File: src/rtl/board_reset_seq_pkg.sv
// Shared types for the board reset sequencer: FSM state encoding and lock-loss counter width.
// Also provides a constant max helper for counter sizing.
package board_pkg;

   typedef enum logic [1:0] {
      PLL_RESET = 2'd0,
      WAIT_LOCK = 2'd1,
      RELEASE   = 2'd2,
      RUN       = 2'd3
   } seq_state_e;

   localparam int                    LOST_CNT_W   = 8;
   localparam logic [LOST_CNT_W-1:0] LOST_CNT_MAX = '1;

   function automatic int max3(input int a, input int b, input int c);
      int m;
      m = (a > b) ? a : b;
      return (m > c) ? m : c;
   endfunction

endpackage

File: src/rtl/board_reset_seq_debounce.sv
// Switch debouncer: 2-flop synchroniser, output follows only after DEBOUNCE_CYCLES stable differing samples.
// Latency: 2 sync cycles + DEBOUNCE_CYCLES; output resets to 0 (switch pressed).
module switch_debounce #(
   parameter int DEBOUNCE_CYCLES = 50000
) (
   input  logic clk,
   input  logic rst,
   input  logic raw_i,
   output logic deb_o
);

   localparam int            CW   = $clog2(DEBOUNCE_CYCLES + 1);
   localparam logic [CW-1:0] TERM = CW'(DEBOUNCE_CYCLES - 1);

   logic          sync1_q, sync2_q, deb_q;
   logic [CW-1:0] cnt_q;

   always_ff @(posedge clk or posedge rst) begin
      if (rst) begin
         sync1_q <= 1'b0;
         sync2_q <= 1'b0;
         deb_q   <= 1'b0;
         cnt_q   <= '0;
      end else begin
         sync1_q <= raw_i;
         sync2_q <= sync1_q;
         // a sample matching the current output restarts the stability window
         if (sync2_q == deb_q) begin
            cnt_q <= '0;
         end else if (cnt_q == TERM) begin
            deb_q <= sync2_q;
            cnt_q <= '0;
         end else begin
            cnt_q <= cnt_q + CW'(1);
         end
      end
   end

   assign deb_o = deb_q;

endmodule

File: src/rtl/board_reset_seq.sv
// Board reset sequencer: holds PLLs in reset until the switch is released, waits for lock,
// then releases stage resets in index order; lock loss or timeout re-sequences. Outputs registered.
module board_reset_seq
   import board_pkg::*;
#(
   parameter int NUM_LOCKS       = 2,
   parameter int NUM_STAGES      = 3,
   parameter int DEBOUNCE_CYCLES = 50000,
   parameter int PLL_RST_CYCLES  = 16,
   parameter int LOCK_TIMEOUT    = 65536,
   parameter int LOCK_FILTER     = 4,
   parameter int STAGE_DELAY     = 256
) (
   input  logic                  clk,
   input  logic                  rst,
   input  logic                  switch_reset_n,
   input  logic [NUM_LOCKS-1:0]  pll_locked,
   input  logic                  clear_count,
   output logic                  pll_rst,
   output logic [NUM_STAGES-1:0] stage_reset_n,
   output logic                  all_ready,
   output logic [LOST_CNT_W-1:0] lock_lost_count
);

   localparam int REL_TERM = NUM_STAGES * STAGE_DELAY;
   localparam int CNT_MAX  = max3(PLL_RST_CYCLES - 1, LOCK_TIMEOUT - 1, REL_TERM);
   localparam int CW       = $clog2(CNT_MAX + 1);
   localparam int FW       = $clog2(LOCK_FILTER + 1);

   localparam logic [CW-1:0] PRST_TERM = CW'(PLL_RST_CYCLES - 1);
   localparam logic [CW-1:0] WAIT_TERM = CW'(LOCK_TIMEOUT - 1);
   localparam logic [FW-1:0] FILT_TERM = FW'(LOCK_FILTER - 1);

   logic                  sw_deb;
   logic [NUM_LOCKS-1:0]  lock_s1_q, lock_s2_q;
   logic [FW-1:0]         filt_q, filt_d;
   logic                  locks_ok, lost, lost_inc;
   seq_state_e            state_q;
   logic [CW-1:0]         cnt_q;
   logic                  pll_rst_q, ready_q;
   logic [NUM_STAGES-1:0] stage_q, stage_hit;
   logic [LOST_CNT_W-1:0] lost_cnt_q, lost_cnt_d;

   switch_debounce #(
      .DEBOUNCE_CYCLES(DEBOUNCE_CYCLES)
   ) u_sw_deb (
      .clk  (clk),
      .rst  (rst),
      .raw_i(switch_reset_n),
      .deb_o(sw_deb)
   );

   // lost fires on the LOCK_FILTER-th consecutive cycle with any lock low
   always_comb begin
      locks_ok = &lock_s2_q;
      lost     = !locks_ok && (filt_q == FILT_TERM);
      filt_d   = filt_q;
      if (locks_ok) begin
         filt_d = '0;
      end else if (filt_q != FILT_TERM) begin
         filt_d = filt_q + FW'(1);
      end
   end

   always_comb begin
      stage_hit = '0;
      for (int i = 0; i < NUM_STAGES; i++) begin
         stage_hit[i] = (cnt_q == CW'((i + 1) * STAGE_DELAY - 1));
      end
   end

   assign lost_inc = sw_deb && lost && (state_q == RELEASE || state_q == RUN);

   always_comb begin
      lost_cnt_d = lost_cnt_q;
      if (clear_count) begin
         lost_cnt_d = '0;
      end else if (lost_inc && lost_cnt_q != LOST_CNT_MAX) begin
         lost_cnt_d = lost_cnt_q + LOST_CNT_W'(1);
      end
   end

   always_ff @(posedge clk or posedge rst) begin
      if (rst) begin
         lock_s1_q  <= '0;
         lock_s2_q  <= '0;
         filt_q     <= '0;
         lost_cnt_q <= '0;
      end else begin
         lock_s1_q  <= pll_locked;
         lock_s2_q  <= lock_s1_q;
         filt_q     <= filt_d;
         lost_cnt_q <= lost_cnt_d;
      end
   end

   always_ff @(posedge clk or posedge rst) begin
      if (rst) begin
         state_q   <= PLL_RESET;
         cnt_q     <= '0;
         pll_rst_q <= 1'b1;
         stage_q   <= '0;
         ready_q   <= 1'b0;
      end else if (!sw_deb) begin
         // switch press wins; staying in PLL_RESET is not a re-entry, cnt just saturates
         if (state_q != PLL_RESET) begin
            state_q   <= PLL_RESET;
            cnt_q     <= '0;
            pll_rst_q <= 1'b1;
            stage_q   <= '0;
            ready_q   <= 1'b0;
         end else if (cnt_q != PRST_TERM) begin
            cnt_q <= cnt_q + CW'(1);
         end
      end else begin
         unique case (state_q)
            PLL_RESET: begin
               if (cnt_q == PRST_TERM) begin
                  state_q   <= WAIT_LOCK;
                  cnt_q     <= '0;
                  pll_rst_q <= 1'b0;
                  stage_q   <= '0;
                  ready_q   <= 1'b0;
               end else begin
                  cnt_q <= cnt_q + CW'(1);
               end
            end
            WAIT_LOCK: begin
               if (locks_ok) begin
                  state_q <= RELEASE;
                  cnt_q   <= '0;
               end else if (cnt_q == WAIT_TERM) begin
                  state_q   <= PLL_RESET;
                  cnt_q     <= '0;
                  pll_rst_q <= 1'b1;
                  stage_q   <= '0;
                  ready_q   <= 1'b0;
               end else begin
                  cnt_q <= cnt_q + CW'(1);
               end
            end
            RELEASE: begin
               if (lost) begin
                  state_q <= WAIT_LOCK;
                  cnt_q   <= '0;
                  stage_q <= '0;
                  ready_q <= 1'b0;
               end else if (&stage_q) begin
                  state_q <= RUN;
                  cnt_q   <= '0;
                  ready_q <= 1'b1;
               end else begin
                  cnt_q   <= cnt_q + CW'(1);
                  stage_q <= stage_q | stage_hit;
               end
            end
            RUN: begin
               if (lost) begin
                  state_q <= WAIT_LOCK;
                  cnt_q   <= '0;
                  stage_q <= '0;
                  ready_q <= 1'b0;
               end
            end
         endcase
      end
   end

   assign pll_rst         = pll_rst_q;
   assign stage_reset_n   = stage_q;
   assign all_ready       = ready_q;
   assign lock_lost_count = lost_cnt_q;

endmodule

File: config.mk
export PLATFORM = sky130hd
export DESIGN_NAME = board_reset_seq
export DESIGN_NICKNAME = d
export VERILOG_FILES = /design/src/rtl/board_reset_seq_pkg.sv /design/src/rtl/board_reset_seq_debounce.sv /design/src/rtl/board_reset_seq.sv
export SDC_FILE = /design/constraint.sdc
export NUM_CORES = 1
export LEC_CHECK = 0
export BUFFER_PORTS_ARGS = -buffer_cell sky130_fd_sc_hd__buf_2
export CAP_MARGIN = 20
export CORE_AREA = 10 10 102 104
export CTS_CLUSTER_DIAMETER = 60
export CTS_CLUSTER_SIZE = 16
export DETAILED_ROUTE_END_ITERATION = 10
export DIE_AREA = 0 0 112 114
export PLACE_DENSITY = 0.49
export SLEW_MARGIN = 20
export SYNTH_ARGS = -nofsm -noshare
export SYNTH_HDL_FRONTEND = slang
export SYNTH_SLANG_ARGS = --single-unit
File: constraint.sdc
create_clock -name clk -period 2.76 [get_ports clk]
set_input_delay 0.552 -clock clk [delete_from_list [all_inputs] [get_ports clk]]
set_output_delay 0.552 -clock clk [all_outputs]
set_load 0.02 [all_outputs]
==> results of run 1 <==
## power by group
group / switching [µW] / internal, µW / total, µW
registers: 15.8 / 864 / 880
clock network: 344 / 623 / 967
logic: 71.4 / 51.0 / 122
## worst paths after layout
kind | start | to | slack, ps
worst min-delay path | rst | lock_lost_count[1] | 150
worst min register to register | lock_s1_q[0] | lock_s2_q[0] | 350
min in group clk | pll_locked[0] | lock_s1_q[0] | 320
worst max register to register | filt_q[0] | stage_reset_n[1] | 250
max in group asynchronous | rst | pll_rst | 1940
worst max-delay path | filt_q[0] | stage_reset_n[1] | 250
## layer usage
layer,GRT usage,vias to the layer above,part of all wire
met2,0.1531,40,0.47
li1,-,1061,-
met5,0,-,0
met1,0.1201,1006,0.48
met4,0.03638,0,0.0069
met3,0.03937,4,0.045
## cell families after synthesis
| family | share of synthesized area |
|---|---|
| simple gates | 0.2328 |
| compound gates | 0.08534 |
| mux | 0.007002 |
| fa+ha+maj | 0.03939 |
| xor+xnor | 0.1042 |
| buf+inv | 0.03194 |
| flops | 0.4993 |
## worst max-delay path: cells and delay by family, from the launching register on
kind / cells / cell delay, ps
AND/OR/NAND/NOR: 2 / 750
AO/OA/AOI/OAI: 3 / 870
flip-flops: 1 / 370
adder cells (fa/ha/maj): 2 / 430
## through the flow
stage / std cells / utilization / setup WS, ps / hold WS [ps] / instance area, µm²
floorplan: 291 / - / 435.2 / 331.2 / 2859
global placement: 412 / 0.3611 / 349.2 / 335.5 / 3057
detailed placement: 412 / 0.3611 / 242.6 / 337.9 / 3057
CTS: 428 / 0.3899 / 246.6 / 143.2 / 3301
global route: 428 / 0.3899 / 116.4 / 141.9 / 3301
finish: 428 / 0.3899 / 253.8 / 152.0 / 3301
## registers in the layout, indices dropped and copies added (netlist names)
register and flops:
u_sw_deb.cnt_q 16, cnt_q 16, lock_lost_count 8, lock_s2_q 2, u_sw_deb.sync2_q 1, pll_rst 1, filt_q 3, lock_s1_q 2
state_q 2, u_sw_deb.sync1_q 1, u_sw_deb.deb_o 1, all_ready 1, stage_reset_n 3
## layout make-up
cell class                 instances  area, µm²
clock inverter                     5      102.6
tap                              108      135.1
sequential                        57       1428
multi-input combinational        215       1340
timing repair buffer              21      112.6
inverter                          11      41.29
clock buffer                      11      141.4
fill                             853       5165
## layout by cell type, fill, tap and decap left out, types with 2 or more instances in the layout
cell       instances
nor4_1             9
o21ai_0           10
or3_1              3
nand4_1            9
nor3b_1            2
nand2_1           24
xnor2_1           18
o31ai_1            7
buf_4              3
clkbuf_8          10
nand2b_1           2
nand3_1           20
ha_1               9
and4_1             2
dfrtp_1           56
bufinv_16          3
inv_1             10
and3_1             4
mux2i_1            2
nor2_1            46
a21oi_1            7
buf_2             18
nor3_1             9
xor2_1            16
==> results by group, run 1 <==
Min path
  – HP Class: in2async

Timing
  – Hold Fails Final Rpt: 0
  – Worst-Margin Slew: 818.2 ps
  – Slew headroom: 0.4503
  – Setup_tns: 0 ps
  – Final period util: 0.9080
  – Slew Viols, Final: 0
  – RSZ-0062 raised after global routing: no
  – Fmax achieved: 399.0 MHz
  – Tmin final: 2506 ps
  – Final setup vio count: 0
  – Clk_skew: 9.972 ps

Critical path
  – Crit path capture type: register
  – Critical Path Most Common Cell: ha_1
  – Required time worst endpoint: 3010 ps
  – Crit path cell chain: ha_1, ha_1, a21bo_4, a311oi_4, or3b_1, or3_4, o31ai_1
  – CP max stage delay: 400 ps
  – Worst setup SP type: register
  – Reg2Reg Depth: 7
  – Critical path's slowest cell: or3b_1
  – WP data arrival: 2750 ps
  – WS Path Type: reg2reg
  – CP Max Fanout: 6

Cells and area
  – Nets: 330
  – Area growth from synthesis to layout: 15.45%
  – # diodes: 0
  – Proportion of layout cells with a drive suffix above 1: 0.1438

Global route
  – Initial antenna violation count: 0
  – Pin count of the biggest net entering global routing: 26
  – First-pass GRT wire length: 10.39 mm
  – Number of global-route vias before repair: 2191
  – Total grt overflow: 0
  – Total GRT Usage: 0.09834

Die
  – I/O pins: 19
  – Core Area: 8466 µm²
  – Starting Density: 0.3377
  – Die width: 112 µm
  – Die H: 114 µm
  – Die Area: 12770 µm²
  – Cell row count: 34

Routing
  – Total wire length: 5.760 mm
  – First-iteration detailed-routing DRC count: 74
  – DRC Markers: 0
  – Vias/cell: 4.932
  – Post-DR wirelength/cell: 13.46 µm
  – Drt first pass iters: 4
  – Routed Antenna Nets: 0
  – Vias: 2111

Synthesis
  – Top FF cell, synth: dfrtp_1
  – Area leader, netlist: dfrtp_1
  – Async set-or-reset flop fraction in the synthesized netlist: 1.000
  – Gate Count Post-Synth: 291
  – Syn_area_per_cell: 9.825 µm²
  – Post-synth EDFFs: 0
  – Post-synth top cells: dfrtp_1 (56), nor2_1 (46), nand2_1 (24)
  – Seq cells post-synth: 57
  – Largest cells by area after synthesis: dfrtp_1 (49%), nor2_1 (6.0%), xnor2_1 (5.5%)
  – YS warnings: 0
  – Register area share after synthesis: 0.4993
  – Cell Area, Synth: 2859 µm²
  – Top-count cell post-synth: dfrtp_1
  – Netlist cell types: 42
  – Syn nets: 306
  – Post-synth top area share: 0.4902

CTS
  – CTS H-tree lvls: 3
  – Clk pin slew, worst setup/hold paths: 70 ps
  – Total CTS buffers: 9
  – TritonCTS clock tree: built
  – CTS sink cnt: 57
  – Post-CTS Setup Bufs: 0
  – Clock Tree Buf Depth: 2
  – Post-CTS sizing: 0
  – Worst skew pair latency: 340 ps
  – CTS Hold Bufs: 0
  – Root Buffer: clkbuf_8

Power and ir drop
  – Power Total: 1969 µW
  – Power per cell area: 596.6 nW/µm²
  – Maximum vdd drop: 0.2597 mV
  – Pleak: 0.001464 µW

Flow run
  – Max Cap Viol: 0

Placement
  – RD Place Congestion: 0.7837
  – IO Port Bufs: 18
  – Final HPWL DP: 4.172 mm

Status
  – Status: finished, final reports clean
No activity file was read; power rests on OpenSTA's default activity.
==> run 2, diff against run 1 <==
==> constraint.sdc (replaced) <==
create_clock -name clk -period 2.55 [get_ports clk]
set_input_delay 0.51 -clock clk [delete_from_list [all_inputs] [get_ports clk]]
set_output_delay 0.51 -clock clk [all_outputs]
set_load 0.02 [all_outputs]
==> results by group, run 2 (synthesis results as in run 1) <==
Routing
  – Post-DR wirelength/cell: 13.22 µm
  – Drt first pass iters: 4
  – DRC Markers: 0
  – Routed Antenna Nets: 0
  – Vias: 2108
  – First-iteration detailed-routing DRC count: 62
  – Vias/cell: 4.891
  – Total wire length: 5.698 mm

Critical path
  – Required time worst endpoint: 2790 ps
  – Cell depth of the worst setup path: 6
  – Critical Path Start: cnt_q[0]
  – WS Path Type: reg2reg
  – R2R Path Start: cnt_q[0]
  – Reg2Reg Depth: 6
  – WP data arrival: 2490 ps
  – Worst setup SP type: register
  – WP buf/inv: 0
  – CP max stage delay: 520 ps
  – Top Family by Delay on Critical Path: simple AND/OR/NAND/NOR gates
  – Crit path capture type: register
  – R2R setup slack: 300 ps
  – Crit path cell chain: ha_1, nand4_1, nor4_1, a21oi_1, or3_4, o31ai_1
  – Critical path's slowest cell: nor4_1
  – CP Max Fanout: 5

Timing
  – Setup WS post-layout: 301.2 ps
  – Hold Fails Final Rpt: 0
  – Setup_tns: 0 ps
  – RSZ-0062 raised after global routing: no
  – Worst-Margin Slew: 782.3 ps
  – Fmax achieved: 444.7 MHz
  – Tmin final: 2249 ps
  – Final period util: 0.8819
  – Slew headroom: 0.4745
  – Slew Viols, Final: 0
  – Clk_skew: 5.454 ps
  – Final setup vio count: 0

Global route
  – Total grt overflow: 0
  – First-pass GRT wire length: 10.05 mm
  – Initial antenna violation count: 0
  – Total GRT Usage: 0.09528
  – Pin count of the biggest net entering global routing: 33
  – Number of global-route vias before repair: 2176

Flow run
  – Max Cap Viol: 0

CTS
  – Post-CTS Setup Bufs: 0
  – Worst skew pair latency: 330 ps
  – Root Buffer: clkbuf_8
  – Clk pin slew, worst setup/hold paths: 70 ps
  – CTS sink cnt: 57
  – Clock Tree Buf Depth: 2
  – CTS H-tree lvls: 3
  – CTS Hold Bufs: 0
  – Post-CTS sizing: 0
  – TritonCTS clock tree: built
  – Total CTS buffers: 9

Die
  – Die H: 114 µm
  – Cell row count: 34
  – Core Area: 8466 µm²
  – Die Area: 12770 µm²
  – Die width: 112 µm
  – I/O pins: 19
  – Starting Density: 0.3377

Power and ir drop
  – Internal: 1670 µW
  – Pleak: 0.001481 µW
  – Power Total: 2131 µW
  – Power per cell area: 641.1 nW/µm²
  – Sw frac: 0.2162
  – P_sw: 460.7 µW
  – Clk pwr share: 0.486
  – Maximum vdd drop: 0.2848 mV
  – Combinational power share: 0.066
  – Sequential fraction of design power: 0.447

Min path
  – HP Class: in2async

Cells and area
  – Final Util: 0.3926
  – FILL cells: 863
  – Nets: 333
  – Post-route cell area: 3323 µm²
  – Register area: 1428 µm²
  – Multi-input gate area: 1340 µm²
  – Commonest non-fill, non-tap cell in the layout: dfrtp_1
  – Proportion of layout cells with a drive suffix above 1: 0.1517
  – Area growth from synthesis to layout: 16.24%
  – Most frequent cells in the layout: dfrtp_1 (56), nor2_1 (46), nand2_1 (24), nand3_1 (20)
  – # diodes: 0

Placement
  – Dpl cell area: 3079 µm²
  – Final HPWL DP: 4.061 mm
  – Worst slack, placed: 276.5 ps
  – RD Place Congestion: 0.8046
  – IO Port Bufs: 18

Status
  – Status: finished, final reports clean
==> run 2: worst paths after layout <==
check | to
min | u_sw_deb.cnt_q[8]
min reg2reg | lock_s2_q[1]
max reg2reg | stage_reset_n[1]
min in group clk | lock_s1_q[1]
max in group asynchronous | cnt_q[14]
max | stage_reset_n[1]
==> run 2: power groups by stage <==
stage	logic [µW]	registers [µW]	clock network [µW]
after floorplan	109	966	0
after global placement	140	969	0
after detailed placement	143	970	0
after CTS	147	953	1070
after global routing	164	957	1110
final	141	953	1040
==> run 2: layout make-up <==
| cell class | instances | share of cell area |
|---|---|---|
| Clock buffer | 11 | 0.04255 |
| Clock inverter | 5 | 0.03087 |
| Inverter | 11 | 0.01242 |
| Multi-Input combinational cell | 215 | 0.4032 |
| Sequential cell | 57 | 0.4296 |
| Tap cell | 108 | 0.04066 |
| Timing Repair Buffer | 24 | 0.04066 |
==> run 2: layer usage <==
metal  part of all wire  vias up  track usage  wire length, µm
met5                  0        -            0                0
met4              0.016        0      0.05753               91
met3              0.039        8      0.03202              222
met2               0.46       27       0.1461             2635
met1               0.48     1008       0.1137             2749
li1                   -     1065            -                -
==> run 2: per-stage QoR <==
stage          std cells  hold slack, ps
2_1_floorplan        291           331.2
3_3_place_gp         415           337.5
3_5_place_dp         415           336.2
4_1_cts              431           254.9
5_1_grt              431           259.3
6_report             431           265.1
==> run 3, diff against run 2 <==
--- a/config.mk
+++ b/config.mk
@@ -12,7 +12,7 @@
 export CTS_CLUSTER_SIZE = 16
 export DETAILED_ROUTE_END_ITERATION = 10
 export DIE_AREA = 0 0 112 114
-export PLACE_DENSITY = 0.49
+export PLACE_DENSITY = 0.59
 export SLEW_MARGIN = 20
 export SYNTH_ARGS = -nofsm -noshare
 export SYNTH_HDL_FRONTEND = slang
==> results by group, run 3 (synthesis results as in run 1) <==
CTS
  – Clk pin slew, worst setup/hold paths: 70 ps
  – TritonCTS clock tree: built
  – CTS H-tree lvls: 3
  – Worst skew pair latency: 340 ps
  – CTS Hold Bufs: 0
  – Post-CTS Setup Bufs: 0
  – Total CTS buffers: 9
  – Clock Tree Buf Depth: 2
  – Root Buffer: clkbuf_8
  – CTS sink cnt: 57
  – Post-CTS sizing: 0

Timing
  – Slew Viols, Final: 0
  – Setup_tns: 0 ps
  – Slew headroom: 0.4926
  – Worst-Margin Slew: 755.3 ps
  – Final setup vio count: 0
  – Fmax achieved: 427.0 MHz
  – Hold Fails Final Rpt: 0
  – RSZ-0062 raised after global routing: no
  – Clk_skew: 7.813 ps
  – Tmin final: 2342 ps
  – Final period util: 0.9184

Cells and area
  – Commonest non-fill, non-tap cell in the layout: dfrtp_1
  – # diodes: 0
  – Cell Count, Final, Fillers Out: 429
  – Nets: 331
  – Final Util: 0.3869
  – Area growth from synthesis to layout: 14.57%
  – Proportion of layout cells with a drive suffix above 1: 0.1433
  – Most frequent cells in the layout: dfrtp_1 (56), nor2_1 (46), nand2_1 (24), nand3_1 (20)

Routing
  – Routed Antenna Nets: 0
  – Post-DR wirelength/cell: 13.04 µm
  – Total wire length: 5.595 mm
  – Vias/cell: 4.995
  – Drt first pass iters: 4
  – DRC Markers: 0
  – Vias: 2143
  – First-iteration detailed-routing DRC count: 78

Power and ir drop
  – Power per cell area: 610.2 nW/µm²
  – Pleak: 0.001450 µW
  – Maximum vdd drop: 0.2960 mV

Placement
  – Dpl cells: 413
  – RD Place Congestion: 0.7825
  – Final HPWL DP: 3.942 mm
  – IO Port Bufs: 18

Critical path
  – Top Family by Delay on Critical Path: compound AO/OA/AOI/OAI gates
  – CP Max Fanout: 6
  – Critical Path Most Common Cell: ha_1
  – WS Path Type: reg2reg
  – Crit path cell chain: ha_1, ha_1, a21bo_4, a311oi_4, or3b_1, or3_4, o31ai_1
  – Required time worst endpoint: 2790 ps
  – Worst setup SP type: register
  – CP max stage delay: 360 ps
  – WP data arrival: 2590 ps
  – Crit path capture type: register
  – WP buf/inv: 0
  – Critical path's slowest cell: dfrtp_1

Global route
  – Total grt overflow: 0
  – Total GRT Usage: 0.09603
  – Pin count of the biggest net entering global routing: 31
  – Number of global-route vias before repair: 2153
  – First-pass GRT wire length: 10.11 mm
  – Initial antenna violation count: 0

Die
  – Core Area: 8466 µm²
  – Starting Density: 0.3377
  – Die width: 112 µm
  – I/O pins: 19
  – Die Area: 12770 µm²
  – Cell row count: 34
  – Die H: 114 µm

Min path
  – HP Class: in2async

Flow run
  – Max Cap Viol: 0

Status
  – Status: finished, final reports clean
-- run 3: path summary, 6_finish.rpt --
path                       slack, ps                end           start  cells past startpoint
setup / recovery                 210   stage_reset_n[1]       filt_q[0]                      7
hold / removal                   230  u_sw_deb.cnt_q[3]             rst                      2
setup reg to reg                 210   stage_reset_n[1]       filt_q[0]                      7
hold reg to reg                  340       lock_s2_q[0]    lock_s1_q[0]                      0
max in group asynchronous       1630            pll_rst             rst                      3
min in group clk                 270   u_sw_deb.sync1_q  switch_reset_n                      1
-- run 3: layer usage --
| layer | share of wire | global-route usage | vias up |
|---|---|---|---|
| met5 | 0 | 0 | - |
| met4 | 0.024 | 0.04907 | 0 |
| met3 | 0.055 | 0.03675 | 13 |
| met2 | 0.45 | 0.1445 | 39 |
| met1 | 0.47 | 0.1175 | 1027 |
| li1 | - | - | 1064 |
-- run 3: cell type report --
type,instances,area [µm²]
timing repair buffer,22,120.1
clock buffer,11,131.4
multi-input combinational,215,1340
sequential,57,1428
clock inverter,5,80.08
inverter,11,41.29
fill,851,5190
tap,108,135.1
-- run 3: report_power, final --
group	total, µW	switching [µW]	internal [µW]
combinational	136	80.2	56.2
clock	910	361	548
sequential	953	17.8	935
total	2000	459	1540
-- run 3: worst reg2reg max path: stages (launching register included) --
cell and delay [ps]:
dfrtp_1 360, ha_1 150, ha_1 270, a21bo_4 290, a311oi_4 290, or3b_1 360
or3_4 340, o31ai_1 200
-- run 3: through the flow --
step	area (µm²)	power [µW]	hold WS [ps]	setup slack, ps
2_1_floorplan	2859	1075	331.2	225.2
4_1_cts	3276	2032	245.5	180.8
6_report	3276	1999	232.8	208.0
3_3_place_gp	3064	1099	333.0	255.6
3_5_place_dp	3064	1112	334.7	194.2
5_1_grt	3276	2093	256.7	51.62
